## config.mk

```make
export PLATFORM = sky130hd
export DESIGN_NAME = dma_block_controller_flat
export DESIGN_NICKNAME = d
export VERILOG_FILES = /design/src/rtl/dma_block_controller_pkg.sv /design/src/rtl/dma_block_controller_if.sv /design/src/rtl/dma_block_controller.sv /design/src/flat_wrapper.sv
export SDC_FILE = /design/constraint.sdc
export NUM_CORES = 1
export LEC_CHECK = 0
export CORE_ASPECT_RATIO = 1.75
export CORE_MARGIN = 3
export CORE_UTILIZATION = 45
export DETAILED_ROUTE_END_ITERATION = 8
export HOLD_SLACK_MARGIN = 0.12
export PLACE_DENSITY = 0.86
export SLEW_MARGIN = 20
export SYNTH_ARGS = -nofsm -noshare
export SYNTH_HDL_FRONTEND = slang
export SYNTH_SLANG_ARGS = --single-unit
export TNS_END_PERCENT = 10
```

## constraint.sdc

```tcl
create_clock -name clk -period 7.1 [get_ports clk]
set_clock_uncertainty 0.2 [all_clocks]
set_input_delay 1.775 -clock clk [delete_from_list [all_inputs] [get_ports clk]]
set_output_delay 1.775 -clock clk [all_outputs]
set_load 0.01 [all_outputs]
```

## src/rtl/dma_block_controller_pkg.sv

```systemverilog
// Shared DMA constants, controller state encoding and the line-address helper.
package dma_pkg;

  localparam int unsigned WORD_SIZE  = 16;
  localparam int unsigned LINE_WORDS = 4;
  localparam int unsigned LEN_W      = 4;
  localparam int unsigned LINE_W     = WORD_SIZE * LINE_WORDS;

  typedef enum logic [2:0] {
    StIdle,
    StReq,
    StWrite,
    StNext,
    StRelease,
    StDone
  } dma_state_t;

  // Word address of a line relative to the block base; wraps modulo 2^WORD_SIZE.
  function automatic logic [WORD_SIZE-1:0] line_addr(logic [WORD_SIZE-1:0] base,
                                                     logic [LEN_W-1:0]     line);
    return base + WORD_SIZE'(line) * WORD_SIZE'(LINE_WORDS);
  endfunction

endpackage

```

## src/rtl/dma_block_controller_if.sv

```systemverilog
// Command, bus-arbitration, device-buffer and memory-write signals of the DMA controller.
interface dma_block_controller_if;
  import dma_pkg::*;

  logic                 cmd;
  logic [WORD_SIZE-1:0] cmd_addr;
  logic [LEN_W-1:0]     cmd_lines;
  logic                 BG;
  logic                 BR;
  logic [LEN_W-1:0]     dev_line;
  logic [LINE_W-1:0]    dev_data;
  logic                 mem_write;
  logic [WORD_SIZE-1:0] mem_addr;
  logic [LINE_W-1:0]    mem_data;
  logic                 mem_done;
  logic                 busy;
  logic                 dma_end_int;

  modport master (
    input  cmd, cmd_addr, cmd_lines, BG, dev_data, mem_done,
    output BR, dev_line, mem_write, mem_addr, mem_data, busy, dma_end_int
  );

  modport slave (
    output cmd, cmd_addr, cmd_lines, BG, dev_data, mem_done,
    input  BR, dev_line, mem_write, mem_addr, mem_data, busy, dma_end_int
  );

endinterface

```

## src/rtl/dma_block_controller.sv

```systemverilog
// Bus-master sequencer: requests the bus, copies a block of device lines into data memory
// one write handshake per line, releases the bus and pulses a completion interrupt.
module dma_block_controller
  import dma_pkg::*;
(
  input  logic                   clk,
  input  logic                   reset,
  dma_block_controller_if.master bus
);

  dma_state_t           state_q, state_d;
  logic                 cmd_prev_q;
  logic [WORD_SIZE-1:0] base_q, base_d;
  logic [LEN_W-1:0]     lines_q, lines_d;
  logic [LEN_W-1:0]     line_q, line_d;
  logic [WORD_SIZE-1:0] mem_addr_q, mem_addr_d;
  logic [LINE_W-1:0]    mem_data_q, mem_data_d;
  logic                 br_q, busy_q, mem_write_q, end_q;

  always_comb begin
    state_d    = state_q;
    base_d     = base_q;
    lines_d    = lines_q;
    line_d     = line_q;
    mem_addr_d = mem_addr_q;
    mem_data_d = mem_data_q;

    unique case (state_q)
      StIdle: begin
        if (bus.cmd && !cmd_prev_q) begin
          base_d  = bus.cmd_addr;
          lines_d = bus.cmd_lines;
          line_d  = '0;
          state_d = (bus.cmd_lines == '0) ? StDone : StReq;
        end
      end
      StReq: begin
        if (bus.BG) state_d = StWrite;
      end
      StWrite: begin
        // A completed handshake wins over a simultaneous grant loss.
        if (bus.mem_done) begin
          line_d  = line_q + LEN_W'(1);
          state_d = StNext;
        end else if (!bus.BG) begin
          state_d = StReq;
        end
      end
      StNext: begin
        state_d = (line_q == lines_q) ? StRelease : StWrite;
      end
      StRelease: begin
        if (!bus.BG) state_d = StDone;
      end
      StDone: begin
        state_d = StIdle;
      end
      default: begin
        state_d = StIdle;
      end
    endcase

    // dev_line already shows line_q, so dev_data is valid for the line being entered.
    if (state_d == StWrite && state_q != StWrite) begin
      mem_addr_d = line_addr(base_q, line_q);
      mem_data_d = bus.dev_data;
    end
  end

  always_ff @(posedge clk or posedge reset) begin
    if (reset) begin
      state_q     <= StIdle;
      cmd_prev_q  <= 1'b0;
      base_q      <= '0;
      lines_q     <= '0;
      line_q      <= '0;
      mem_addr_q  <= '0;
      mem_data_q  <= '0;
      br_q        <= 1'b0;
      busy_q      <= 1'b0;
      mem_write_q <= 1'b0;
      end_q       <= 1'b0;
    end else begin
      state_q     <= state_d;
      cmd_prev_q  <= bus.cmd;
      base_q      <= base_d;
      lines_q     <= lines_d;
      line_q      <= line_d;
      mem_addr_q  <= mem_addr_d;
      mem_data_q  <= mem_data_d;
      br_q        <= (state_d == StReq) || (state_d == StWrite) || (state_d == StNext);
      busy_q      <= (state_d != StIdle);
      mem_write_q <= (state_d == StWrite);
      end_q       <= (state_d == StDone);
    end
  end

  assign bus.BR          = br_q;
  assign bus.busy        = busy_q;
  assign bus.mem_write   = mem_write_q;
  assign bus.mem_addr    = mem_addr_q;
  assign bus.mem_data    = mem_data_q;
  assign bus.dev_line    = line_q;
  assign bus.dma_end_int = end_q;

endmodule
```

## src/flat_wrapper.sv

```systemverilog
// flat-port wrapper written by rule: the top's interface ports become plain ports
module dma_block_controller_flat import dma_pkg::*;
  (clk, reset, bus_cmd, bus_cmd_addr, bus_cmd_lines, bus_BG, bus_dev_data, bus_mem_done, bus_BR, bus_dev_line, bus_mem_write, bus_mem_addr, bus_mem_data, bus_busy, bus_dma_end_int);
  dma_block_controller_if bus_i ();
  input  logic clk;
  input  logic reset;
  input wire logic [$bits(bus_i.cmd)-1:0] bus_cmd;
  input wire logic [$bits(bus_i.cmd_addr)-1:0] bus_cmd_addr;
  input wire logic [$bits(bus_i.cmd_lines)-1:0] bus_cmd_lines;
  input wire logic [$bits(bus_i.BG)-1:0] bus_BG;
  input wire logic [$bits(bus_i.dev_data)-1:0] bus_dev_data;
  input wire logic [$bits(bus_i.mem_done)-1:0] bus_mem_done;
  output wire logic [$bits(bus_i.BR)-1:0] bus_BR;
  output wire logic [$bits(bus_i.dev_line)-1:0] bus_dev_line;
  output wire logic [$bits(bus_i.mem_write)-1:0] bus_mem_write;
  output wire logic [$bits(bus_i.mem_addr)-1:0] bus_mem_addr;
  output wire logic [$bits(bus_i.mem_data)-1:0] bus_mem_data;
  output wire logic [$bits(bus_i.busy)-1:0] bus_busy;
  output wire logic [$bits(bus_i.dma_end_int)-1:0] bus_dma_end_int;
  assign bus_i.cmd = bus_cmd;
  assign bus_i.cmd_addr = bus_cmd_addr;
  assign bus_i.cmd_lines = bus_cmd_lines;
  assign bus_i.BG = bus_BG;
  assign bus_i.dev_data = bus_dev_data;
  assign bus_i.mem_done = bus_mem_done;
  assign bus_BR = bus_i.BR;
  assign bus_dev_line = bus_i.dev_line;
  assign bus_mem_write = bus_i.mem_write;
  assign bus_mem_addr = bus_i.mem_addr;
  assign bus_mem_data = bus_i.mem_data;
  assign bus_busy = bus_i.busy;
  assign bus_dma_end_int = bus_i.dma_end_int;
  dma_block_controller u_core (.clk(clk), .reset(reset), .bus(bus_i));
endmodule
```

==> metrics.md, run 1 <==
| Metric | Value |
|---|---|
| Worst VDD drop | `0.378 mV` |
| Synth Cell Area | `0.00465 mm^2` |
| Clk pin slew, worst setup/hold paths | `70 ps` |
| Max Clock Freq | `253 MHz` |
| Net count, final | `600` |
| Setup_tns | `0 ps` |
| Fin. Hold Viols | `0` |
| Met3 GRT Util | `3.47%` |
| CORE AREA | `0.00997 mm^2` |
| Met1 usage | `20.2%` |
| Share of layout cells above drive strength 1 | `20.8%` |
| Vias per inst | `4.95` |
| Cells after Synth | `329` |
| Bufs on Longest Clock Path | `2` |
| RSZ-0062 raised after global routing | `false` |
| Die boundary width | `82.9 um` |
| Syn avg cell area | `14.1 um^2` |
| Post-layout min period | `3950 ps` |
| Die Y | `141 um` |
| Die ar. | `0.0116 mm^2` |
| Mean routed wirelength per cell | `17.2 um` |
| Least-Margin Pin Slew | `1070 ps` |
| Post_cts resized | `0` |
| Cell Pwr Density | `459 mW/mm^2` |
| Post-detail-place hpwl | `8330 um` |
| Iteration-0 DRC Markers | `126` |
| Post-CTS Setup Bufs | `0` |
| Flop pwr share | `37.1%` |
| Synthesis-stage register bit count | `112` |
| Initial core utilization | `46.7%` |
| Run status | `complete, no violations` |
| Clk root buf | `clkbuf_16` |
| Sw Share | `31.9%` |
| Max Slew Vio Count | `0` |
| Switching power | `0.995 mW` |
| All-Layer GR Usage | `19.1%` |
| Worst-path cell chain | `clkdlybuf4s50_1 -> nor2_1 -> a311oi_4 -> buf_4 -> mux2_2` |
| Worst hold-check path type | `flop to flop` |
| Top FF cell, synth | `dfrtp_1` |
| TritonCTS clock tree | `done` |
| WP data arrival | `3980 ps` |
| Cell-internal power | `2.12 mW` |
| Synth cell types | `34` |
| Routed WL | `10900 um` |
| DR DRC count | `0` |
| Most Used Layer, Global Route | `met2` |
| Gr ovfl total | `0` |
| Port bufs | `176` |
| Synth top area share | `60.2%` |
| H-tree depth | `3` |
| Area leader, netlist | `dfrtp_1` |
| Routed vias | `3142` |
| # clock sinks | `112` |
| Clock power share | `16.6%` |
| Most frequent cell after synthesis | `dfrtp_1` |
| Number of synthesized flops with an enable pin | `0` |
| Crit share post-route | `55.6%` |
| Area Overhead vs Synth | `46.0%` |
| Req. time, crit path | `7130 ps` |
| Worst skew pair latency | `340 ps` |
| Gate power share | `46.3%` |
| Maxcap violations | `0` |
| FP Rows | `48` |
| Tot Pwr | `3.12 mW` |
| Ports | `177` |
| Post-synth top cells | `112 x dfrtp_1, 82 x mux2_2, 17 x a21oi_1, 16 x nor2_1, 13 x nand2_1` |
| Final setup violation count | `0` |
| Met2 GRT Util | `35.2%` |
| Antenna Cells | `0` |
| GP Congestion | `0.758` |
| Worst path slowest cell | `buf_4` |
| Critical Path Max Stage Delay | `830 ps` |
| CP Launch Type | `input pin` |
| Routed Antenna Nets | `0` |
| Global-route wire length before repair | `17300 um` |
| Initial antenna violation count | `0` |
| Largest net degree at the start of global routing | `91` |
| Post-synth ARST share | `100%` |
| Largest cells by area after synthesis | `dfrtp_1 60%, mux2_2 20%, xor2_1 1.9%, a21oi_1 1.8%, buf_6 1.7%` |
| Final core utilization | `68.2%` |
| Register area share after synthesis | `60.2%` |
| TritonCTS buffer count | `9` |
| Setup Crit Path Kind | `input pin to flop` |
| Synth warnings | `0` |
| Crit-path max FO | `90` |
| Slew Limit Headroom | `28.7%` |
| Vias in the first global route | `3368` |
| Leakage | `2.81 nW` |
| DRT Pass-1 Iters | `4` |
| Worst Setup End Kind | `flop` |
| Cts hold-fix bufs | `0` |
| Syn nets | `424` |
==> per-stage QoR <==
stage	std cells	setup slack [ps]	hold WS, ps	area, um^2
after floorplan	329	2170	275	4650
after global placement	619	2880	267	6480
after detailed placement	619	2810	278	6480
after CTS	635	3180	291	6800
after global routing	635	3030	311	6800
final	635	3150	286	6800
==> placed cells by master, fill, tap and decap left out, types with 2 or more instances in the layout <==
master / n
clkdlybuf4s50_1: 176
dfrtp_1: 112
mux2_2: 82
a21oi_1: 17
nor2_1: 16
nand2_1: 13
xor2_1: 10
inv_1: 10
clkbuf_16: 9
xnor2_1: 8
o21ai_0: 8
mux2_1: 6
ha_1: 5
and3_1: 3
nand4_1: 3
buf_4: 3
nor2b_1: 2
o32a_1: 2
nand3_1: 2
nor3_1: 2
clkinv_4: 2
clkbuf_8: 2
==> path summary, 6_finish.rpt <==
check,start,endpoint,slack [ps],depth (start not counted)
max in group asynchronous,reset,u_core.bus.mem_addr[11],3830,3
max reg2reg,u_core.bus.dev_line[0],u_core.bus.mem_addr[14],4280,8
min,u_core.bus.mem_data[10],u_core.bus.mem_data[10],290,1
min reg2reg,u_core.bus.mem_data[10],u_core.bus.mem_data[10],290,1
max,bus_BG,u_core.bus.mem_data[35],3150,5
min in group asynchronous,reset,u_core.bus.mem_data[54],1740,2
==> layer usage <==
layer	up-vias	wire, um
li1	1492	-
met1	1515	3910
met2	106	6140
met3	29	447
met4	0	427
met5	-	0
==> flip-flops by register name, indices dropped and copies added, names as in the netlist <==
register and count:
u_core.bus.dev_line 4, u_core.bus.mem_data 64, u_core.bus.busy 1, u_core.bus.BR 1
u_core.state_q 3, u_core.cmd_prev_q 1, u_core.lines_q 4, u_core.base_q 16
u_core.bus.mem_write 1, u_core.bus.dma_end_int 1, u_core.bus.mem_addr 16
==> critical path, delay by kind of cell <==
family / cells / cell delay, ps
buf+inv: 2 / 1380
mux: 1 / 430
simple gates: 1 / 100
compound gates: 1 / 210
==> area by class of cell <==
type,count,area (um^2)
clock buffers,11,253
clock inverters,5,63.8
fillers,773,3170
inverters,11,43.8
multi-input cells,192,1690
flip-flops and latches,112,2800
well taps,125,156
repair buffers,179,1780
==> power groups by stage <==
stage	Sequential (mW)	Combinational (mW)	Clock, mW
after detailed placement	1.17	1.46	0
after global placement	1.15	1.41	0
after CTS	1.16	1.47	0.535
after floorplan	1.25	0.705	0
after global routing	1.20	1.55	0.554
final	1.16	1.44	0.517
==> kinds of logic (layout without fill, tap and decap cells) <==
| group | Yosys count | in the layout | share of synthesized area (%) |
|---|---|---|---|
| flip-flops | 112 | 112 | 60.2 |
| buffers and inverters | 25 | 206 | 3.41 |
| adder cells (fa/ha/maj) | 6 | 6 | 1.77 |
| AO/OA/AOI/OAI | 33 | 33 | 4.52 |
| AND/OR/NAND/NOR | 47 | 47 | 5.38 |
| XOR/XNOR | 18 | 18 | 3.39 |
| multiplexers | 88 | 88 | 21.3 |
No activity file was read; power rests on OpenSTA's default activity.
==> run 2, diff against run 1 <==
- CORE_UTILIZATION: 45 -> 40
- PLACE_DENSITY: 0.86 -> 0.81
- clock period: 7.1 -> 3.2 ns (I/O delays scaled with it)
==> metrics.md, run 2 (same netlist as run 1, synthesis figures left out) <==
| Metric | Value |
|---|---|
| Worst skew pair latency | `340 ps` |
| Antenna Cells | `0` |
| TritonCTS buffer count | `9` |
| CORE AREA | `0.0112 mm^2` |
| Max reg flops | `64` |
| Die boundary width | `87.5 um` |
| # clock sinks | `112` |
| Post_cts resized | `0` |
| Critical Path Max Stage Delay | `570 ps` |
| Largest net degree at the start of global routing | `70` |
| Met3 GRT Util | `3.38%` |
| CP Launch Point | `u_core.bus.dev_line[0]` |
| Worst hold-check path type | `flop to flop` |
| Bufs on Longest Clock Path | `2` |
| Routed vias | `3199` |
| Crit-path max FO | `6` |
| Cts hold-fix bufs | `0` |
| Crit share post-route | `83.2%` |
| Cell Pwr Density | `1010 mW/mm^2` |
| Worst path slowest cell | `a2111oi_0` |
| # fillers | `888` |
| GP Congestion | `0.784` |
| RSZ-0062 raised after global routing | `false` |
| Final setup violation count | `0` |
| Max Clock Freq | `376 MHz` |
| Ports | `177` |
| Commonest non-fill, non-tap cell in the layout | `clkdlybuf4s50_1` |
| Max Slew Vio Count | `0` |
| Most frequent cells in the layout | `176 x clkdlybuf4s50_1, 112 x dfrtp_1, 82 x mux2_2` |
| Mean routed wirelength per cell | `16.5 um` |
| Setup_tns | `0 ps` |
| Net count, final | `605` |
| Worst VDD drop | `0.502 mV` |
| Routed WL | `10700 um` |
| Least-Margin Pin Slew | `583 ps` |
| Post-detail-place hpwl | `8200 um` |
| Area Overhead vs Synth | `47.8%` |
| Vias in the first global route | `3423` |
| H-tree depth | `3` |
| Share of layout cells above drive strength 1 | `21.6%` |
| Critical R2R Launch | `u_core.bus.dev_line[0]` |
| Post-CTS Setup Bufs | `0` |
| DRT Pass-1 Iters | `4` |
| CP Launch Type | `flop` |
| Port bufs | `176` |
| TritonCTS clock tree | `done` |
| Worst r2r dst | `u_core.bus.mem_addr[14]` |
| Slew Limit Headroom | `60.8%` |
| Clk pin slew, worst setup/hold paths | `70 ps` |
| WP data arrival | `2670 ps` |
| Met2 GRT Util | `30.6%` |
| FP Rows | `51` |
| Vias per inst | `4.94` |
| Req. time, crit path | `3210 ps` |
| Initial antenna violation count | `0` |
| DP Worst Slack | `355 ps` |
| Worst Setup End Kind | `flop` |
| Die Y | `149 um` |
| Gr ovfl total | `0` |
| Fin. Hold Viols | `0` |
| Post-layout min period | `2660 ps` |
| Met1 usage | `19.3%` |
| Worst R2R Setup Slack | `540 ps` |
| Die ar. | `0.0130 mm^2` |
| Most Used Layer, Global Route | `met2` |
| Worst-path cell chain | `ha_1 -> inv_1 -> fa_1 -> nor2b_1 -> o21ai_0 -> a2111oi_0 -> xnor2_1 -> a21oi_1` |
| DR DRC count | `0` |
| Crit path to | `u_core.bus.mem_addr[14]` |
| Cells on worst reg2reg path | `8` |
| Initial core utilization | `41.4%` |
| Global-route wire length before repair | `17000 um` |
| Maxcap violations | `0` |
| Iteration-0 DRC Markers | `63` |
| Run status | `complete, no violations` |
| Leakage | `2.84 nW` |
| Final worst slack | `538 ps` |
| Clk root buf | `clkbuf_16` |
| All-Layer GR Usage | `16.9%` |
| Routed Antenna Nets | `0` |
| Setup Crit Path Kind | `flop to flop` |
[run 2: metal layers]
layer / routed length, um / part of all wire [%] / vias up
met5: 0 / 0 / -
met4: 204 / 1.9 / 0
met3: 580 / 5.4 / 14
met2: 5930 / 56 / 105
met1: 3950 / 37 / 1570
li1: - / - / 1510
[run 2: power breakdown]
group	switching [mW]	total, mW	internal (mW)
clock	0.504	1.16	0.656
sequential	0.436	2.56	2.13
combinational	1.25	3.20	1.95
total	2.19	6.93	4.73
[run 2: worst min path at each step]
| stage | from | endpoint | slack, ps | depth (start not counted) |
|---|---|---|---|---|
| 3_3_place_gp | u_core.bus.mem_data[16] | u_core.bus.mem_data[16] | 270 | 1 |
| 2_1_floorplan | u_core.base_q[0] | u_core.base_q[0] | 270 | 1 |
| 3_5_place_dp | u_core.bus.mem_data[58] | u_core.bus.mem_data[58] | 280 | 1 |
| 4_1_cts | u_core.bus.mem_data[58] | u_core.bus.mem_data[58] | 300 | 1 |
| 5_1_grt | u_core.bus.mem_data[51] | u_core.bus.mem_data[51] | 310 | 1 |
| 6_report | u_core.bus.mem_data[58] | u_core.bus.mem_data[58] | 290 | 1 |
[run 2: cell type report]
| type | instances | area (um^2) | area share, % |
|---|---|---|---|
| sequential | 112 | 2800 | 40.7 |
| timing repair buffer | 184 | 1860 | 27.0 |
| multi-input combinational | 192 | 1690 | 24.6 |
| clock buffer | 11 | 253 | 3.67 |
| tap | 132 | 165 | 2.40 |
| clock inverter | 5 | 62.6 | 0.909 |
| inverter | 11 | 45.0 | 0.655 |
[run 2: critical path, delay by kind of cell (launching register included)]
family          cells  cell delay [ps]
xor+xnor            1              180
buf+inv             1               60
fa+ha+maj           2              650
compound gates      3              860
flops               1              480
simple gates        1              110
[run 2: through the flow]
stage               cell area, um^2  std cells  power (mW)  util (%)  hold WS [ps]
floorplan                      4660        329        4.33         -           275
global placement               6560        631        5.72      58.4           267
detailed placement             6560        631        5.86      58.4           279
CTS                            6880        647        7.04      61.3           297
global route                   6880        647        7.40      61.3           309
finish                         6880        647        6.93      61.3           294
==> run 3, diff against run 2 <==
- CORE_UTILIZATION: 40 -> 44
- PLACE_DENSITY: 0.81 -> 0.84
- clock period: 3.2 -> 2.7 ns (I/O delays scaled with it)
==> metrics.md, run 3 (same netlist as run 1, synthesis figures left out) <==
| Metric | Value |
|---|---|
| Run status | `complete, no violations` |
| Post-layout min period | `2410 ps` |
| Antenna Cells | `0` |
| Global-route wire length before repair | `17700 um` |
| Initial core utilization | `45.2%` |
| # fillers | `771` |
| # clock sinks | `112` |
| Max Slew Vio Count | `0` |
| Mean routed wirelength per cell | `17.2 um` |
| Area Overhead vs Synth | `48.8%` |
| Worst path slowest cell | `a2111oi_0` |
| Clock power share | `16.3%` |
| Max Clock Freq | `415 MHz` |
| Share of layout cells above drive strength 1 | `22.0%` |
| Cells after DPL | `629` |
| Iteration-0 DRC Markers | `104` |
| Clk root buf | `clkbuf_16` |
| Footprint of the multi-input gates | `0.00169 mm^2` |
| DR DRC count | `0` |
| Post-detail-place hpwl | `8630 um` |
| Cell Pwr Density | `1200 mW/mm^2` |
| Critical R2R Launch | `u_core.bus.dev_line[0]` |
| Slew Limit Headroom | `55.7%` |
| Die boundary width | `83.7 um` |
| CP Launch Type | `flop` |
| Hold_sp | `u_core.bus.mem_data[51]` |
| Worst-path cell chain | `ha_1 -> inv_1 -> fa_1 -> nor2b_1 -> o21ai_0 -> a2111oi_0 -> xnor2_1 -> a21oi_1` |
| Setup_tns | `0 ps` |
| Setup Crit Path Kind | `flop to flop` |
| H-tree depth | `3` |
| Most frequent cells in the layout | `176 x clkdlybuf4s50_1, 112 x dfrtp_1, 82 x mux2_2` |
| Vias in the first global route | `3487` |
| Initial antenna violation count | `0` |
| Largest net degree at the start of global routing | `48` |
| Fin. Hold Viols | `0` |
| Crit share post-route | `89.3%` |
| Clk pin slew, worst setup/hold paths | `70 ps` |
| Cell-internal power | `5.66 mW` |
| Port bufs | `176` |
| Vias per inst | `5.02` |
| Gate power share | `47.2%` |
| Sw Share | `31.7%` |
| Crit-path max FO | `3` |
| DRT Pass-1 Iters | `4` |
| FP Rows | `49` |
| Routed Antenna Nets | `0` |
| Worst r2r dst | `u_core.bus.mem_addr[14]` |
| Worst skew pair latency | `340 ps` |
| Maxcap violations | `0` |
| RSZ-0062 raised after global routing | `false` |
| Worst Hold Path EP | `u_core.bus.mem_data[51]` |
| Switching power | `2.63 mW` |
| Worst VDD drop | `0.731 mV` |
| Sequential cell area | `0.00280 mm^2` |
| Die Y | `142 um` |
| All-Layer GR Usage | `19.1%` |
| WP data arrival | `2430 ps` |
| Worst hold-check path type | `flop to flop` |
| Routed vias | `3239` |
| Non-filler cells, final | `645` |
| Worst Setup End Kind | `flop` |
| GP Congestion | `0.752` |
| Cts hold-fix bufs | `0` |
| TritonCTS buffer count | `9` |
| Die ar. | `0.0119 mm^2` |
| Post-CTS Setup Bufs | `0` |
| Net count, final | `608` |
| TritonCTS clock tree | `done` |
| Gr ovfl total | `0` |
| CORE AREA | `0.0103 mm^2` |
| Commonest non-fill, non-tap cell in the layout | `clkdlybuf4s50_1` |
| Bufs on Longest Clock Path | `2` |
| Leakage | `2.87 nW` |
| Final setup violation count | `0` |
| Ports | `177` |
| Max reg flops | `64` |
| Cells on worst reg2reg path | `8` |
| Post_cts resized | `0` |
| Flop pwr share | `36.5%` |
| Routed WL | `11100 um` |
| Worst R2R Setup Slack | `290 ps` |
| Least-Margin Pin Slew | `658 ps` |
| Hold Crit Depth | `1` |
| Req. time, crit path | `2720 ps` |
| Critical Path Max Stage Delay | `560 ps` |
run 3: cell types whose count changed in the layout (fill, tap and decap cells not counted), sizes merged:
cell	previous run	this run
clkinvlp	3	1
inv	12	11
clkinv	0	3
buf	8	11
run 3: area by class of cell:
cell class                 instances  share of cell area [%]
sequential                       112                    40.5
timing repair buffer             187                    27.7
multi-input combinational        192                    24.4
clock buffer                      11                    3.65
tap                              127                    2.29
clock inverter                     5                   0.777
inverter                          11                   0.651
run 3: through the flow:
step / power, mW / utilization [%] / worst slack [ps] / hold slack (ps) / area, um^2
after floorplan: 5.13 / - / 275 / 275 / 4660
after global placement: 6.84 / 64.2 / 112 / 269 / 6620
after detailed placement: 7.02 / 64.2 / 97.6 / 281 / 6620
after CTS: 8.39 / 67.2 / 272 / 296 / 6920
after global routing: 8.78 / 67.2 / 125 / 321 / 6920
final: 8.28 / 67.2 / 289 / 291 / 6920
run 3: routing by layer:
metal	up-vias	GRT usage, %	wire length (um)
met2	109	36.1	6340
met4	0	9.83	495
met3	30	3.77	469
met5	-	0	0
met1	1579	19.5	3780
li1	1521	-	-
run 3: worst max-delay path, delay by kind of cell, from the launching register on:
kind                       cells  cell delay (ps)
xor gates and xnor gates       1              180
adders and majority gates      2              610
AOI/OAI and AO/OA              3              750
and+or+nand+nor                1              120
buffers and inverters          1               60
DFF                            1              360
run 3: worst max-delay path by stage:
stage,startpoint,end,slack [ps],cells after the start
2_1_floorplan,u_core.bus.dev_line[0],u_core.bus.mem_addr[14],280,8
5_1_grt,u_core.bus.dev_line[0],u_core.bus.mem_addr[14],130,8
3_5_place_dp,bus_BG,u_core.bus.mem_data[57],100,5
4_1_cts,u_core.bus.dev_line[0],u_core.bus.mem_addr[14],270,8
3_3_place_gp,bus_BG,u_core.bus.mem_data[44],110,5
6_report,u_core.bus.dev_line[0],u_core.bus.mem_addr[14],290,8
run 3: power groups by stage:
stage | clock network (mW) | logic (mW) | registers [mW]
5_1_grt | 1.45 | 4.19 | 3.14
3_5_place_dp | 0 | 3.96 | 3.06
6_report | 1.35 | 3.91 | 3.02
2_1_floorplan | 0 | 1.86 | 3.28
4_1_cts | 1.38 | 3.97 | 3.03
3_3_place_gp | 0 | 3.84 | 3.00
